==> config.mk <==
export PLATFORM = sky130hd
export DESIGN_NAME = leb128_stream_dec
export DESIGN_NICKNAME = d
export VERILOG_FILES = /design/src/rtl/leb128_pkg.sv /design/src/rtl/leb128_acc.sv /design/src/rtl/leb128_stream_dec.sv
export SDC_FILE = /design/constraint.sdc
export NUM_CORES = 1
export LEC_CHECK = 0
export BUFFER_PORTS_ARGS = -buffer_cell sky130_fd_sc_hd__buf_2
export CORE_ASPECT_RATIO = 0.7
export CORE_UTILIZATION = 40
export DETAILED_ROUTE_END_ITERATION = 8
export PLACE_DENSITY_LB_ADDON = 0.08
export SLEW_MARGIN = 0
export SYNTH_ARGS = -nofsm -noshare
export SYNTH_HDL_FRONTEND = slang
export SYNTH_SLANG_ARGS = --single-unit
==> constraint.sdc <==
create_clock -name clk -period 2.42 [get_ports clk]
set_clock_uncertainty 0.2 [all_clocks]
set_input_delay 0.484 -clock clk [delete_from_list [all_inputs] [get_ports clk]]
set_output_delay 0.484 -clock clk [all_outputs]
set_load 0.01 [all_outputs]
==> src/rtl/leb128_pkg.sv <==
// Shared types and helpers for the LEB128 stream decoder.
package leb128_pkg;

  typedef enum logic [1:0] {
    IDLE  = 2'd0,
    ACCUM = 2'd1,
    OUT   = 2'd2,
    DRAIN = 2'd3
  } state_e;

  // Bytes needed to carry w payload bits at 7 bits per byte.
  function automatic int maxb(input int w);
    return (w + 6) / 7;
  endfunction

endpackage

==> src/rtl/leb128_acc.sv <==
// LEB128 accumulator: payload placement, byte count, last-byte range check and
// optional SLEB128 sign handling (LEB128_SIGNED_EN).
module leb128_acc
  import leb128_pkg::*;
#(
  parameter int W = 64
) (
  input  logic         clk,
  input  logic         rst_n,
`ifdef LEB128_SIGNED_EN
  input  logic         sgn_i,
`endif
  input  logic         clr_i,
  input  logic         load_i,
  input  logic [6:0]   payload_i,
  output logic [W-1:0] acc_o,
  output logic [3:0]   cnt_o,
  output logic         hi_bad_o
);

  localparam int MAXB = maxb(W);
  // Lowest payload bit of the final byte that falls at or above bit W.
  localparam int HB   = W - 7 * (MAXB - 1);

  logic [W-1:0] acc_q, acc_d;
  logic [3:0]   cnt_q, cnt_d;
  logic [6:0]   shamt;

  assign shamt = 7'(cnt_q) * 7'd7;

  always_comb begin
    // NOTE: defaults first so every path assigns the next state and no latch is inferred.
    acc_d = acc_q;
    cnt_d = cnt_q;
    if (clr_i) begin
      acc_d = '0;
      cnt_d = '0;
    end else if (load_i) begin
      acc_d = acc_q | (W'(payload_i) << shamt);
      cnt_d = cnt_q + 4'd1;
    end
  end

  always_ff @(posedge clk or negedge rst_n) begin
    // NOTE: non-blocking for all state so each register samples pre-edge values.
    if (!rst_n) begin
      acc_q <= '0;
      cnt_q <= '0;
    end else begin
      acc_q <= acc_d;
      cnt_q <= cnt_d;
    end
  end

  assign cnt_o = cnt_q;

`ifdef LEB128_SIGNED_EN
  logic         sgn_q, sgn_d;
  logic         sign_bit;
  logic [W-1:0] ext_mask;

  always_comb begin
    sgn_d = sgn_q;
    if (clr_i)                        sgn_d = 1'b0;
    else if (load_i && cnt_q == 4'd0) sgn_d = sgn_i;
  end

  always_ff @(posedge clk or negedge rst_n) begin
    if (!rst_n) sgn_q <= 1'b0;
    else        sgn_q <= sgn_d;
  end

  // Both shifts yield zero once 7*len reaches W, which disables extension.
  assign sign_bit = |(acc_q & (W'(1) << (shamt - 7'd1)));
  assign ext_mask = {W{1'b1}} << shamt;
  assign acc_o    = (sgn_q && cnt_q != 4'd0 && sign_bit) ? (acc_q | ext_mask) : acc_q;

  // Signed: dropped bits must replicate the value's top bit (all 0 or all 1).
  assign hi_bad_o = sgn_q ? !((&payload_i[6:HB-1]) || !(|payload_i[6:HB-1]))
                          : |payload_i[6:HB];
`else
  assign acc_o    = acc_q;
  assign hi_bad_o = |payload_i[6:HB];
`endif

endmodule

==> src/rtl/leb128_stream_dec.sv <==
// LEB128 byte-stream decoder top: FSM and input/output handshakes.
// Define LEB128_SIGNED_EN to add the sgn port and SLEB128 decoding.
module leb128_stream_dec
  import leb128_pkg::*;
#(
  parameter int W = 64
) (
  input  logic         clk,
  input  logic         rst_n,
`ifdef LEB128_SIGNED_EN
  input  logic         sgn,
`endif
  input  logic [7:0]   i_data,
  input  logic         i_valid,
  output logic         i_ready,
  output logic [W-1:0] o_data,
  output logic [3:0]   o_len,
  output logic         o_err,
  output logic         o_valid,
  input  logic         o_ready
);

  localparam int MAXB = maxb(W);

  state_e state_q, state_d;
  logic   err_q, err_d;
  logic   ovl_q, ovl_d;
  logic   accept, last, hi_bad, load, clr;
  logic [3:0] cnt;

  leb128_acc #(.W(W)) u_acc (
    .clk       (clk),
    .rst_n     (rst_n),
`ifdef LEB128_SIGNED_EN
    .sgn_i     (sgn),
`endif
    .clr_i     (clr),
    .load_i    (load),
    .payload_i (i_data[6:0]),
    .acc_o     (o_data),
    .cnt_o     (cnt),
    .hi_bad_o  (hi_bad)
  );

  // i_ready depends on state only, never on o_ready.
  assign i_ready = (state_q != OUT);
  assign o_valid = (state_q == OUT);
  assign o_len   = cnt;
  assign o_err   = err_q;
  assign accept  = i_valid && i_ready;
  assign last    = (cnt == 4'(MAXB - 1));

  always_comb begin
    state_d = state_q;
    err_d   = err_q;
    ovl_d   = ovl_q;
    load    = 1'b0;
    clr     = 1'b0;
    unique case (state_q)
      IDLE, ACCUM: begin
        if (accept) begin
          load = 1'b1;
          if (!i_data[7]) begin
            state_d = OUT;
            err_d   = last && hi_bad;
            ovl_d   = 1'b0;
          end else if (last) begin
            state_d = OUT;
            err_d   = 1'b1;
            ovl_d   = 1'b1;
          end else begin
            state_d = ACCUM;
          end
        end
      end
      OUT: begin
        if (o_ready) begin
          clr     = 1'b1;
          err_d   = 1'b0;
          ovl_d   = 1'b0;
          state_d = ovl_q ? DRAIN : IDLE;
        end
      end
      DRAIN: begin
        if (accept && !i_data[7]) state_d = IDLE;
      end
      default: state_d = IDLE;
    endcase
  end

  always_ff @(posedge clk or negedge rst_n) begin
    if (!rst_n) begin
      state_q <= IDLE;
      err_q   <= 1'b0;
      ovl_q   <= 1'b0;
    end else begin
      state_q <= state_d;
      err_q   <= err_d;
      ovl_q   <= ovl_d;
    end
  end

endmodule

==> summary.md <==
| Metric | Value |
|---|---|
| Status | finished clean |
| Crit-path cells | nor2b_1, inv_1, buf_2 |
| Min-delay worst type | in -> reg |
| Nets@finish | 358 |
| PwrDens | 1200 mW/mm² |
| Port-buffer cells | 82 |
| Setup crit start | state_q[1] |
| Register bit count reported by yosys | 72 |
| Worst r2r src | state_q[1] |
| CP required | approximately 1.7 ns |
| Max-slew violation count | 0 |
| Final wirelength | approximately 8000 µm |
| Min Tclk post-route | 2.13 ns |
| R2R cell count | 3 |
| RD Place Congestion | 0.700 |
| Commonest non-fill, non-tap cell in the layout | buf_2 |
| Syn_area_per_cell | ~11 µm² |
| Drt initial violations | 148 |
| CTS tree | yes |
| Remaining DRCs | 0 |
| Die Y | between 70 and 80 µm |
| Share of cells above drive strength 1 | 30.1% |
| Tcrit/Tclk final | 88.0% |
| Netlist Area Pre-Place | 0.00294 mm² |
| Vias in the first global route | 2,246 |
| CTS H-tree depth | 3 |
| RSZ-0062 raised after global routing | no |
| Clk buf depth | 2 |
| Area of the core | 0.00694 mm² |
| Sequential area share after synthesis | between 60% and 70% |
| Die width | 105 µm |
| Grt total ovfl | 0 |
| Setup CP Type | reg -> out |
| Number of gates resized after CTS | 0 |
| Syn nets | 288 |
| HPWL after DPL | 4820 µm |
| Setup Buffers After CTS | 0 |
| CTS Buf Count | 9 |
| Cell variety after synth | 34 |
| # rows | 25 |
| Starting density of the core | a little over two fifths |
| Slowest-stage cell, CP | dfrtp_1 |
| R2R Path End | u_acc.acc_o[35] |
| Critical path's top delay family | flip-flops |
| Vias/cell | 5.38 |
| Clk root buf | clkbuf_8 |
| Leakage | 1.93 nW |
| Dpl ws | 0.567 ns |
| CTS Hold Bufs | 1 |
| Final ANT Viol Nets | 0 |
| Ranking of synthesized cells by area | dfrtp_1 (61%), a31oi_1 (13%), nor2_1 (8.9%) |
| Placed cells | 426 |
| Yosys warnings | 0 |
| Initial antenna violation count | 0 |
| Via count | 2,384 |
| CP Depth | 3 |
| Final std cells w/o fill | 443 |
| Post-synth ARST share | 100% |
| Worst Slack Setup Final | between 0.2 and 0.3 ns |
| Startpoint Class | register |
| Min-delay src | i_data[7] |
| Maxcap violations | 0 |
| Boundary Pins | 83 |
| Critical Path AT | around 1.5 ns |
| EDFF count, synth | 0 |
| Final setup viols | 0 |
| Synth Instances | around 270 |
| Critical Path End | i_ready |
| Largest net degree at the start of global routing | 73 |
| Critical path's largest stage delay | 0.57 ns |
| Final hold viol count | 0 |
| Worst reg-to-reg setup slack | between 0.4 and 0.5 ns |
| CP Capture Type | output pin |
| Worst vdd ir | 0.422 mV |
| Clk pin slew, worst setup/hold paths | 0.08 ns |
| DRT Pass-1 Iters | 4 |
| Post-synth top area cell | dfrtp_1 |
| Maximum fanout along the worst path | 12 |
| First-pass GRT wire length | 12,700 µm |
| Worst path buffer plus inverter count | 2 |
| Wire per inst | approximately 18 µm |
| Worst skew pair latency | approximately 0.34 ns |
| Fmax | 469 MHz |
| Synth top area share | between 60 and 70% |
| Synth Flop Type | dfrtp_1 |
| Setup TNS | 0 ns |
| Worst-Margin Slew | roughly 1.0 ns |
| Clock sink total | ~70 |
| Relative slew slack | 31.5% |
| Area grow syn2layout | 20.8% |
| # diodes | 0 |
| Gr usage total | 22.0% |
| Most frequent cells in the layout | buf_2 (82), dfrtp_1 (72), nor2_1 (70), a31oi_1 (63), clkbuf_8 (10) |
| DIE AREA | about 0.0077 mm² |
logic make-up (layout without fill, tap and decap cells):
kind of cell | count (synthesis) | count (layout) | share of synthesized area [%]
AND/OR/NAND/NOR | 89 | 89 | 14.2
AO/OA/AOI/OAI | 76 | 76 | 16.7
flip-flops | 72 | 72 | 61.2
buffers and inverters | 32 | 107 | 6.20
adder cells (fa/ha/maj) | 2 | 2 | 0.850
XOR/XNOR | 2 | 2 | 0.595
multiplexers | 1 | 1 | 0.340
sequential cells by signal, summed over array words and instances, names as in the netlist:
register / cells
u_acc.cnt_o: 4
ovl_q: 1
u_acc.acc_o: 64
o_err: 1
state_q: 2
area by class of cell:
class	instances	area (µm²)
Fill cell	713	3390
Sequential cell	72	1800
Multi-Input combinational cell	170	961
Timing Repair Buffer	87	463
Clock buffer	11	141
Tap cell	94	118
Clock inverter	5	56.3
Inverter	4	15.0
where the power goes:
part / total (mW) / internal [mW] / switching [mW]
logic: 1.50 / 0.560 / 0.943
registers: 1.83 / 1.55 / 0.279
clock network: 0.950 / 0.503 / 0.447
total: 4.28 / 2.61 / 1.67
routing by layer:
layer	up-vias	GRT usage, %	part of all wire [%]
met5	-	0	0
met4	0	5.24	0.73
met3	6	6.39	7.2
met2	86	32.3	43
met1	1182	32.1	49
li1	1110	-	-
how the worst min path moves through the flow:
stage	end	slack [ns]	cells past startpoint
6_report	ovl_q	0.22	3
5_1_grt	ovl_q	0.22	3
4_1_cts	ovl_q	0.20	3
3_5_place_dp	u_acc.acc_o[27]	0.28	2
3_3_place_gp	u_acc.acc_o[59]	0.27	2
2_1_floorplan	o_err	-0.01	0
synthesized netlist by cell type, types with 2 or more instances:
cell	instances
dfrtp_1	72
nor2_1	70
a31oi_1	63
buf_2	17
and2b_1	4
buf_6	4
clkbuf_1	4
inv_1	4
buf_4	3
nand2_1	3
a211oi_1	2
a21oi_1	2
ha_1	2
nand3b_1	2
nor2b_1	2
o21ai_0	2
worst reg2reg max path: stages (launching register included):
cell and delay, ns:
dfrtp_1 0.51, nor2_1 0.84, a31oi_1 0.18, nor2_1 0.13
through the flow:
stage	utilization, %	power [mW]	area [µm²]	hold WS [ns]
global route	51.2	4.57	3560	0.221
floorplan	-	2.81	2940	-0.0116
detailed placement	48.2	3.35	3350	0.278
finish	51.2	4.28	3560	0.222
CTS	51.2	4.32	3560	0.204
global placement	48.2	3.33	3350	0.268
Note: power is estimated with default switching activity, not from simulation.
